### config.mk
export PLATFORM = sky130hd
export DESIGN_NAME = fsm_steer_tx
export DESIGN_NICKNAME = d
export VERILOG_FILES = /design/src/rtl/fsm_link_pkg.sv /design/src/rtl/fsm_route_lut.sv /design/src/rtl/fsm_steer_tx.sv
export SDC_FILE = /design/constraint.sdc
export NUM_CORES = 1
export LEC_CHECK = 0
export CORE_UTILIZATION = 52
export CTS_BUF_LIST = sky130_fd_sc_hd__clkbuf_4
export DETAILED_ROUTE_END_ITERATION = 8
export PLACE_DENSITY = 0.82
export SETUP_SLACK_MARGIN = 0.05
export SYNTH_ARGS = -nofsm -noshare
export SYNTH_HDL_FRONTEND = slang
export SYNTH_SLANG_ARGS = --single-unit
export TNS_END_PERCENT = 20
### constraint.sdc
create_clock -name clk -period 7 [get_ports clk]
set_input_delay 2.1 -clock clk [delete_from_list [all_inputs] [get_ports clk]]
set_output_delay 2.1 -clock clk [all_outputs]
set_load 0.01 [all_outputs]
### src/rtl/fsm_link_pkg.sv
// Shared definitions for the 2-bit symbol link: state codes, symbol type and
// the receiver's transition/output tables plus the transmitter routing rules.
package fsm_link_pkg;

  typedef logic [1:0] state_t;
  typedef logic [1:0] sym_t;

  localparam state_t ST_A  = 2'b00;
  localparam state_t ST_S1 = 2'b01;
  localparam state_t ST_S2 = 2'b10;
  localparam state_t ST_B  = 2'b11;

  function automatic state_t next_state(input state_t s, input sym_t y);
    state_t n;
    n = ST_A;
    case (s)
      ST_A:    n = y;
      ST_S1: begin
        case (y)
          2'd0:    n = ST_A;
          2'd1:    n = ST_B;
          2'd2:    n = ST_S1;
          default: n = ST_B;
        endcase
      end
      ST_S2: begin
        case (y)
          2'd0:    n = ST_S1;
          2'd1:    n = ST_B;
          2'd2:    n = ST_S2;
          default: n = ST_A;
        endcase
      end
      default: begin
        case (y)
          2'd0:    n = ST_S1;
          2'd1:    n = ST_A;
          2'd2:    n = ST_A;
          default: n = ST_B;
        endcase
      end
    endcase
    return n;
  endfunction

  function automatic logic moore_out(input state_t s);
    return (s == ST_A) || (s == ST_S2);
  endfunction

  function automatic sym_t hold_sym(input state_t s);
    sym_t y;
    case (s)
      ST_A:    y = 2'd0;
      ST_S1:   y = 2'd2;
      ST_S2:   y = 2'd2;
      default: y = 2'd3;
    endcase
    return y;
  endfunction

  // Lowest direct symbol; S1->S2 and B->S2 have no direct arc and go via A first.
  function automatic sym_t hop_sym(input state_t s, input state_t t);
    sym_t y;
    y = 2'd0;
    case (s)
      ST_A: y = t;
      ST_S1: begin
        case (t)
          ST_A:    y = 2'd0;
          ST_S1:   y = 2'd2;
          ST_S2:   y = 2'd0;
          default: y = 2'd1;
        endcase
      end
      ST_S2: begin
        case (t)
          ST_A:    y = 2'd3;
          ST_S1:   y = 2'd0;
          ST_S2:   y = 2'd2;
          default: y = 2'd1;
        endcase
      end
      default: begin
        case (t)
          ST_A:    y = 2'd1;
          ST_S1:   y = 2'd0;
          ST_S2:   y = 2'd1;
          default: y = 2'd3;
        endcase
      end
    endcase
    return y;
  endfunction

endpackage

### src/rtl/fsm_route_lut.sv
// Combinational routing table: hold and hop symbols for the shadow state and
// the state the receiver will move to on a given symbol.
module fsm_route_lut
  import fsm_link_pkg::*;
(
  input  logic [1:0] i_state,
  input  logic [1:0] i_target,
  input  logic [1:0] i_sym,
  output logic [1:0] o_hold,
  output logic [1:0] o_hop,
  output logic [1:0] o_next
);

  assign o_hold = hold_sym(i_state);
  assign o_hop  = hop_sym(i_state, i_target);
  assign o_next = next_state(i_state, i_sym);

endmodule

### src/rtl/fsm_steer_tx.sv
// Steering transmitter: tracks the receiver FSM in a shadow register, emits the
// shortest symbol sequence to each requested state and flags output mismatches.
// Handshake: a request transfers at a rising edge where req_valid && req_ready;
// req_target must stay stable while req_valid is high and req_ready is low.
module fsm_steer_tx
  import fsm_link_pkg::*;
#(
  parameter bit DESYNC_EN = 1'b1
) (
  input  logic       clk,
  input  logic       reset,
  input  logic       req_valid,
  input  logic [1:0] req_target,
  output logic       req_ready,
  output logic [1:0] sym_out,
  output logic [1:0] shadow_state,
  output logic       exp_output,
  input  logic       obs_output,
  output logic       done,
  output logic       desync,
  output logic       dbg_ctrl_state
);

  localparam logic [0:0] CTRL_IDLE = 1'b0;
  localparam logic [0:0] CTRL_STEP = 1'b1;

  logic [0:0] r_ctrl;
  logic [1:0] r_shadow;
  logic [1:0] r_target;
  logic       r_done;
  logic       r_desync;

  logic [1:0] w_hold;
  logic [1:0] w_hop;
  logic [1:0] w_next;
  logic [1:0] w_sym;
  logic       w_exp;
  logic       w_mismatch;
  logic       w_accept;

  fsm_route_lut u_lut (
    .i_state  (r_shadow),
    .i_target (r_target),
    .i_sym    (w_sym),
    .o_hold   (w_hold),
    .o_hop    (w_hop),
    .o_next   (w_next)
  );

  assign w_sym      = reset ? 2'b00 :
                      ((r_ctrl == CTRL_STEP) && !r_desync) ? w_hop : w_hold;
  assign w_exp      = reset ? 1'b1 : moore_out(r_shadow);
  assign w_mismatch = DESYNC_EN && !reset && (obs_output != w_exp);
  assign req_ready  = !r_desync && !reset && (r_ctrl == CTRL_IDLE);
  assign w_accept   = req_valid && req_ready;

  // The shadow always follows the symbol on the wire, so it tracks the
  // receiver even when a step is aborted by a mismatch.
  always_ff @(posedge clk) begin
    if (reset) begin
      r_ctrl   <= CTRL_IDLE;
      r_shadow <= ST_A;
      r_target <= ST_A;
      r_done   <= 1'b0;
      r_desync <= 1'b0;
    end else begin
      r_shadow <= w_next;
      r_done   <= 1'b0;
      if (w_mismatch) begin
        r_desync <= 1'b1;
      end
      case (r_ctrl)
        CTRL_IDLE: begin
          if (w_accept) begin
            r_target <= req_target;
            if (req_target == r_shadow) begin
              r_done <= !w_mismatch;
            end else if (!w_mismatch) begin
              r_ctrl <= CTRL_STEP;
            end
          end
        end
        default: begin
          if (w_mismatch) begin
            r_ctrl <= CTRL_IDLE;
          end else if (w_next == r_target) begin
            r_ctrl <= CTRL_IDLE;
            r_done <= 1'b1;
          end
        end
      endcase
    end
  end

  assign sym_out        = w_sym;
  assign shadow_state   = r_shadow;
  assign exp_output     = w_exp;
  assign done           = r_done;
  assign desync         = r_desync;
  assign dbg_ctrl_state = r_ctrl[0];

endmodule

== Yosys cells after proc, flatten, opt, wreduce, memory -nomap -nowiden ==
Index checks and enable logic that the tools add are counted.

* Bitwise gates (word level): 1
* $mul: 0
* Equal/unequal tests: 9
* Add/subtract/negate cells: 0
* Div/mod/pow operators: 0
* Reduce and logical (&&, ||, !) cells: 16
* $lt $le $gt $ge: 0
* Multiplexer cells: 23
* Shift operators: 0

{| class="wikitable"
|+ Operator list
! cell !! number
|-
| $pmux 2 s3 || 4
|-
| $pmux 2 s2 || 5
|-
| $mux 1 || 12
|-
| $eq 2x1->1 const B || 3
|-
| $eq 2x2->1 const B || 3
|-
| $logic_not 2->1 || 3
|-
| $reduce_or 2->1 || 3
|-
| $logic_and 1x1->1 || 5
|-
| $eq 2x2->1 || 2
|-
| $mux 2 || 2
|-
| $logic_not 1->1 || 3
|-
| $reduce_and 2->1 || 1
|-
| $logic_or 1x1->1 || 1
|-
| $ne 1x1->1 || 1
|-
| $not 1->1 || 1
|}

* Register bits after elaboration: 7
* Bits in read-only memories: 0
* Output and inout bits: 9
* Bits in writable memories: 0
* Memories: 0
* Latch bits: 0
* Input port bits: 6

== Logic depth before layout (Yosys ltp) ==
Gate-level depths: netlist of the first run.

* Depth after elaboration: 14
* Depth in mapped cells: 13
* Gate-level depth less buffers: 13

== Cells and area by module ==
A second synthesis of the first run with hierarchy kept.

* Cell total of the unflattened synthesis: 69
* Area, all modules: 623.1 um^2

{| class="wikitable"
|+ Modules (own cells, without submodules)
! module !! cells an instance !! seq. area each (um^2) !! times used !! area an instance (um^2)
|-
| fsm_steer_tx || 38 || 140.1 || 1 || 356.6
|-
| fsm_route_lut || 31 || 0.0 || 1 || 266.5
|}

== Worst setup path after synthesis of the first run ==
No wires, ideal clock.

* Path type: input port to output port
* From: in reset
* To: out sym_out[1]
* Buffers on the path: 1
* Data arrival time: 2826 ps
* Setup slack: 2074 ps
* Cell stages on the path: 3
* Cell sequence: clkbuf_1 or3_1 inv_1

* Word-level cells in the longest chain between the ends: 1

{| class="wikitable"
|+ RTL lines
! element !! RTL line !! text
|-
| start, declared || fsm_steer_tx.sv:11 || <nowiki>input logic reset,</nowiki>
|-
| $mux 2 || fsm_steer_tx.sv:50 || <nowiki>assign w_sym = reset ? 2'b00 :</nowiki>
|-
| end, declared || fsm_steer_tx.sv:15 || <nowiki>output logic [1:0] sym_out,</nowiki>
|}

No other way between the ends.

== Worst setup path in the final report of the first run ==
Same ends and word-level chain as after synthesis.

==> results.md, run 1 <==
- Outcome: finished, final reports clean
- Port Buffers: 14
- Post-synth EDFFs: 0
- Reg2reg end: dbg_ctrl_state$_SDFF_PP0_
- CP most frequent cell: clkdlybuf4s50_1
- Slowest stage delay, CP: 0.53 ns
- VDD IR max: about 94 uV
- Total track usage: about a quarter
- Drt first pass iters: 4
- Worst hold path type: reg -> reg
- Mean routed wirelength per cell: 12.9 um
- Initial antenna violation count: 0
- Number of fill cells: around 110
- Fin. max-slew vios: 0
- First-pass GRT wire length: approximately 2.5 mm
- # diodes: 0
- Vias per cell: around 5.7
- PostCTS Resize Cnt: 0
- Congestion Overflow GR: 0
- CP Data Arrival Time: 3.73 ns
- Register Area: 140 um^2
- Worst-path fanout max: 12
- Crit end category: output pin
- H-Tree Level Count: 1
- Yosys reg bits: 7
- Post-Syn Area: ~740 um^2
- Max cap viols: 0
- Min-delay src: desync$_SDFFE_PP0P_
- Critical path class: in -> out
- Core area: between 1000 and 1500 um^2
- Critical Path RT: approximately 5 ns
- FFs w/ async S/R, synth: 0%
- Setup-failing EPs final: 0
- Pwr Density: between 100 and 150 nW/um^2
- Slew headroom: between 60% and 70%
- Setup crit start: reset
- Critical R2R Launch: r_target[1]$_SDFFE_PP0P_
- Ys flop type: dfxtp_1
- Crit path max-delay cell type: clkdlybuf4s50_1
- DIE AREA: roughly 1600 um^2
- Worst-path clk slew: 0.05 ns
- CTS tree: yes
- Synth top area cells: dfxtp_1, ha_1, nand2_1, nor2_1, a21oi_1
- Worst Reg-to-Reg Cells: 12
- ANT nets after route: 0
- Post-synthesis area per instance: 8.19 um^2
- Setup repair bufs after CTS: 0
- Register area share after synthesis: roughly a fifth
- # DRC: 0
- Post-layout nets: 121
- DIE WIDTH: 39.6 um
- Io pins: 15
- Area grow syn2layout: 23.8%
- Num CTS Buffers: 3
- Share of the synthesized area in the top cell type: 19.0%
- Final core occ: slightly below 70%
- Least-Margin Pin Slew: ~0.60 ns
- Final critical-path share of the clock period: 83.3%
- Pin count of the biggest net entering global routing: 19
- Post-CTS Hold Buffers: 0
- Post-Syn Instances: 90
- Post-Syn Nets: 105
- DR vias: 680
- Post-route total power: approximately 0.10 mW
- Critical-path cell list: clkdlybuf4s50_1 -> buf_4 -> or3_1 -> inv_1 -> clkdlybuf4s50_1
- Gpl congestion: 0.827
- Vias in the first global route: 560
- Library cells used by synthesis: 40
- Layout Cells excl Fill: 120
- Critical Path Start Type: primary input
- Die Ht: ~40 um
- Max Fclk: about 170 MHz
- Tmin final: approximately 5.8 ns
- Share of cells above drive strength 1: 13.3%
- End of the critical path: sym_out[1]
- Number of placement rows: 13
- FF-to-FF setup slack: approximately 3.8 ns
- Drt total wl: about 1.5 mm
- RSZ-0062 raised after global routing: false
- Leakage: between 0.3 and 0.4 nW
- DR iter-0 viols: 14
- Sum Neg Setup Slack: 0 ns
- Initial cell density of the core: a little under three fifths
- Clock Tree Root: clkbuf_4
- Multi-input logic area: between 500 and 600 um^2
- Detail Placement HPWL: 1.19 mm
- Hold Worst Slack: 0.589 ns
- Placed Cells: 116
- Final Hold Fails: 0
- Num Clock Sinks: 7
- Synth warn: 0
- Setup Skew: around 0.000074 ns
- CTS max path bufs: 2
- Skew-Pair Late Insertion Delay: ~0.25 ns
- Synth area leader: dfxtp_1
-- flip-flops by register name (all words and copies together), names as in the netlist --
signal,cells
done,1
shadow_state,2
dbg_ctrl_state,1
r_target,2
desync,1
-- routing by layer --
layer	vias up	track usage, %	wire length [um]
met4	0	6.90	6
li1	349	-	-
met5	-	0	0
met2	15	35.7	706
met3	2	8.52	63
met1	314	31.5	766
-- placed cells by master, fill, tap and decap left out, drive strengths merged, types with 2 or more instances in the layout --
master	count
a211oi	2
a31oi	2
nor3	4
nor4b	2
nand2	11
ha	9
or2	4
nand2b	4
nand3	2
a21oi	5
nor2	9
inv	4
clkbuf	4
clkdlybuf4s50	14
dfxtp	7
-- power breakdown --
part	switching (mW)	internal, mW
registers	0.00269	0.0412
logic	0.00870	0.0104
clock network	0.0137	0.0255
-- cell type report --
type,count,area share [%]
clock buffer,4,3.29
inverter,4,1.65
multi-input combinational,75,61.5
sequential,7,15.4
tap,15,2.06
timing repair buffer,15,16.2
-- worst min path at each step --
| stage | to | cells past startpoint |
|---|---|---|
| after CTS | desync$_SDFFE_PP0P_ | 2 |
| after global placement | desync$_SDFFE_PP0P_ | 2 |
| after global routing | r_target[0]$_SDFFE_PP0P_ | 2 |
| after detailed placement | desync$_SDFFE_PP0P_ | 2 |
| after floorplan | r_target[1]$_SDFFE_PP0P_ | 2 |
| final | desync$_SDFFE_PP0P_ | 2 |
-- Yosys cell counts (3+ instances only) --
| master | instances |
|---|---|
| nor3_1 | 3 |
| dfxtp_1 | 7 |
| or2_2 | 3 |
| nor2_1 | 9 |
| nand2b_1 | 4 |
| ha_1 | 9 |
| nand2_1 | 11 |
| inv_1 | 4 |
| a21oi_1 | 5 |
-- cell families after synthesis --
kind of cell / Yosys count / share of synthesized area [%]
fa+ha+maj: 9 / 15.3
mux: 2 / 4.41
compound gates: 18 / 18.5
buf+inv: 8 / 4.92
xor+xnor: 2 / 2.38
flops: 7 / 19.0
simple gates: 44 / 35.5
-- worst max-delay path, delay by kind of cell --
kind | cells | cell delay (ns)
buffers and inverters | 4 | 1.19
AND/OR/NAND/NOR | 1 | 0.44
-- stage by stage --
stage	cell area [um^2]	setup WS, ns
global route	912	1.11
global placement	882	1.17
detailed placement	882	1.16
floorplan	737	2.07
finish	912	1.17
CTS	912	1.16
Note: power is estimated with default switching activity, not from simulation.
==> run 2: changes to the inputs <==
Clock period 7 ns to 6 ns, I/O delays scaled along.
==> run 2 against run 1 <==
  * Clock skew grew 0.0026 ns
  * Non-clock buffer count did not move
  * Critical path type unchanged
  * Critical path depth shrank 1
  * Worst setup slack got worse by 0.25 ns
  * Critical endpoint unchanged
  * Sequential power increased by 17%
  * Register-to-register slack got worse by 1.0 ns
  * Cell area unchanged
  * Worst hold slack improved by 0.011 ns
  * Count of clock-buffer cells in the layout stayed put
  * First-iteration DRC count increased by 29%
==> results.md, run 2 (synthesis gave the netlist of run 1 again) <==
- Outcome: finished, final reports clean
- Slew headroom: 59.6% (-0.59 points)
- Initial cell density of the core: 55.9% (unchanged)
- Clock power share: 39.4% (+1.1 points)
- Max cap viols: 0 (unchanged)
- Critical Path RT: 4.20 ns (-0.70 ns)
- Vias in the first global route: 623 (+11%)
- Post-layout nets: 121 (unchanged)
- RSZ-0062 raised after global routing: false
- Clock Tree Root: clkbuf_4
- Final critical-path share of the clock period: between 80% and 90%
- Sequential share of power: 42.2% (-0.7 points)
- Comb power frac: 18.4% (-0.3 points)
- Core area: 1320 um^2 (unchanged)
- Vias per cell: 5.75 (+1.5%)
- Max Fclk: between 150 and 200 MHz
- Fin. max-slew vios: 0 (unchanged)
- Commonest non-fill, non-tap cell in the layout: clkdlybuf4s50_1
- CP Data Arrival Time: 3.28 ns (-0.45 ns)
- Critical path class: in -> out
- Switch share: 26.0% (+1.4 points)
- # DRC: 0 (unchanged)
- VDD IR max: 80.7 uV (-14%)
- Initial antenna violation count: 0 (unchanged)
- Final Hold Fails: 0 (unchanged)
- Pwr Density: 133 nW/um^2 (+19%)
- Mean routed wirelength per cell: 13.8 um (+7.6%)
- Tmin final: between 5 and 6 ns
- DIE WIDTH: 39.6 um (unchanged)
- # diodes: 0 (unchanged)
- CP most frequent cell: clkdlybuf4s50_1
- Die Ht: 39.6 um (unchanged)
- Sw Pwr: 0.0316 mW (+26%)
- Total track usage: 26.7% (+2.9 points)
- Worst Reg-to-Reg Cells: 12 (unchanged)
- Drt total wl: 1.66 mm (+7.6%)
- H-Tree Level Count: 1 (unchanged)
- First-pass GRT wire length: 2.80 mm (+13%)
- Slowest stage delay, CP: 0.54 ns (about the same)
- Drt first pass iters: 4 (unchanged)
- Worst hold path type: reg -> reg
- Critical Path Start Type: primary input
- FF-to-FF setup slack: 2.72 ns (-1.03 ns)
- Port Buffers: 14 (unchanged)
- CTS max path bufs: 2 (unchanged)
- Hold Worst Slack: 0.600 ns (+0.0111 ns)
- Share of cells above drive strength 1: 13.3% (unchanged)
- DIE AREA: 1570 um^2 (unchanged)
- CTS tree: yes
- Setup repair bufs after CTS: 0 (unchanged)
- DR vias: 690 (+1.5%)
- Leakage: 0.346 nW (unchanged)
- Detail Placement HPWL: 1.25 mm (+4.8%)
- End of the critical path: sym_out[1]
- Congestion Overflow GR: 0 (unchanged)
- Worst-path clk slew: 0.05 ns (about the same)
- PostCTS Resize Cnt: 0 (unchanged)
- Reg2reg end: dbg_ctrl_state$_SDFF_PP0_
- Least-Margin Pin Slew: 0.606 ns (+0.00889 ns)
- Setup Skew: 0.00265 ns (+0.00258 ns)
- Setup crit start: reset
- Post-CTS Hold Buffers: 0 (unchanged)
- Num CTS Buffers: 3 (unchanged)
- P_int: 0.0901 mW (+17%)
- Worst-path fanout max: 4 (-8)
- Skew-Pair Late Insertion Delay: 0.26 ns (about the same)
- Area grow syn2layout: 23.8% (unchanged)
- DR iter-0 viols: 18 (+4)
- ANT nets after route: 0 (unchanged)
- Number of placement rows: 13 (unchanged)
- WHS Path Cells: 2 (unchanged)
- Crit path max-delay cell type: clkdlybuf4s50_1
- Critical R2R Launch: r_target[1]$_SDFFE_PP0P_
- Setup-failing EPs final: 0 (unchanged)
- Io pins: 15 (unchanged)
- Sum Neg Setup Slack: 0 ns (unchanged)
- Num Clock Sinks: 7 (unchanged)
- Crit end category: output pin
- Most frequent cells in the layout: clkdlybuf4s50_1, nand2_1, nor2_1, ha_1, dfxtp_1
- Pin count of the biggest net entering global routing: 19 (unchanged)
- Gpl congestion: 0.788 (-4.6%)
- Critical-path cell list: clkdlybuf4s50_1 -> or3_1 -> inv_1 -> clkdlybuf4s50_1
-- run 2: critical path: cells and delay by family --
kind,cells,cell delay (ns)
buffers and inverters,3,1.05
and+or+nand+nor,1,0.43
-- run 2: worst min-delay path by stage --
stage	from	end	slack (ns)
after global routing	r_target[0]$_SDFFE_PP0P_	r_target[0]$_SDFFE_PP0P_	0.63
final	desync$_SDFFE_PP0P_	desync$_SDFFE_PP0P_	0.60
after global placement	desync$_SDFFE_PP0P_	desync$_SDFFE_PP0P_	0.58
after detailed placement	desync$_SDFFE_PP0P_	desync$_SDFFE_PP0P_	0.58
after CTS	desync$_SDFFE_PP0P_	desync$_SDFFE_PP0P_	0.60
after floorplan	r_target[1]$_SDFFE_PP0P_	r_target[1]$_SDFFE_PP0P_	0.53
-- run 2: area by class of cell --
cell class,count,area (um^2)
Tap cell,15,18.8
Clock buffer,4,30.0
Multi-Input combinational cell,75,561
Timing Repair Buffer,15,148
Fill cell,112,405
Sequential cell,7,140
Inverter,4,15.0
-- run 2: power by group through the flow --
| stage | Clock [mW] | Combinational, mW | Sequential [mW] |
|---|---|---|---|
| detailed placement | 0 | 0.0224 | 0.0521 |
| global placement | 0 | 0.0219 | 0.0521 |
| CTS | 0.0500 | 0.0225 | 0.0511 |
| floorplan | 0 | 0.0125 | 0.0516 |
| global route | 0.0519 | 0.0249 | 0.0515 |
| finish | 0.0480 | 0.0224 | 0.0513 |
-- run 2: metal layers --
metal	track usage, %	up-vias	part of all wire [%]
li1	-	351	-
met1	37.1	318	49
met2	39.8	21	46
met3	10.2	0	5.2
met4	2.59	0	0
met5	0	-	0
-- run 2: stage by stage --
stage	util [%]	std cells	setup slack, ns	power, mW	cell area, um^2
finish	69.2	120	0.916	0.122	912
CTS	69.2	120	0.912	0.124	912
global route	69.2	120	0.846	0.128	912
floorplan	-	90	1.67	0.0641	737
detailed placement	67.0	116	0.912	0.0745	882
global placement	67.0	116	0.935	0.0739	882
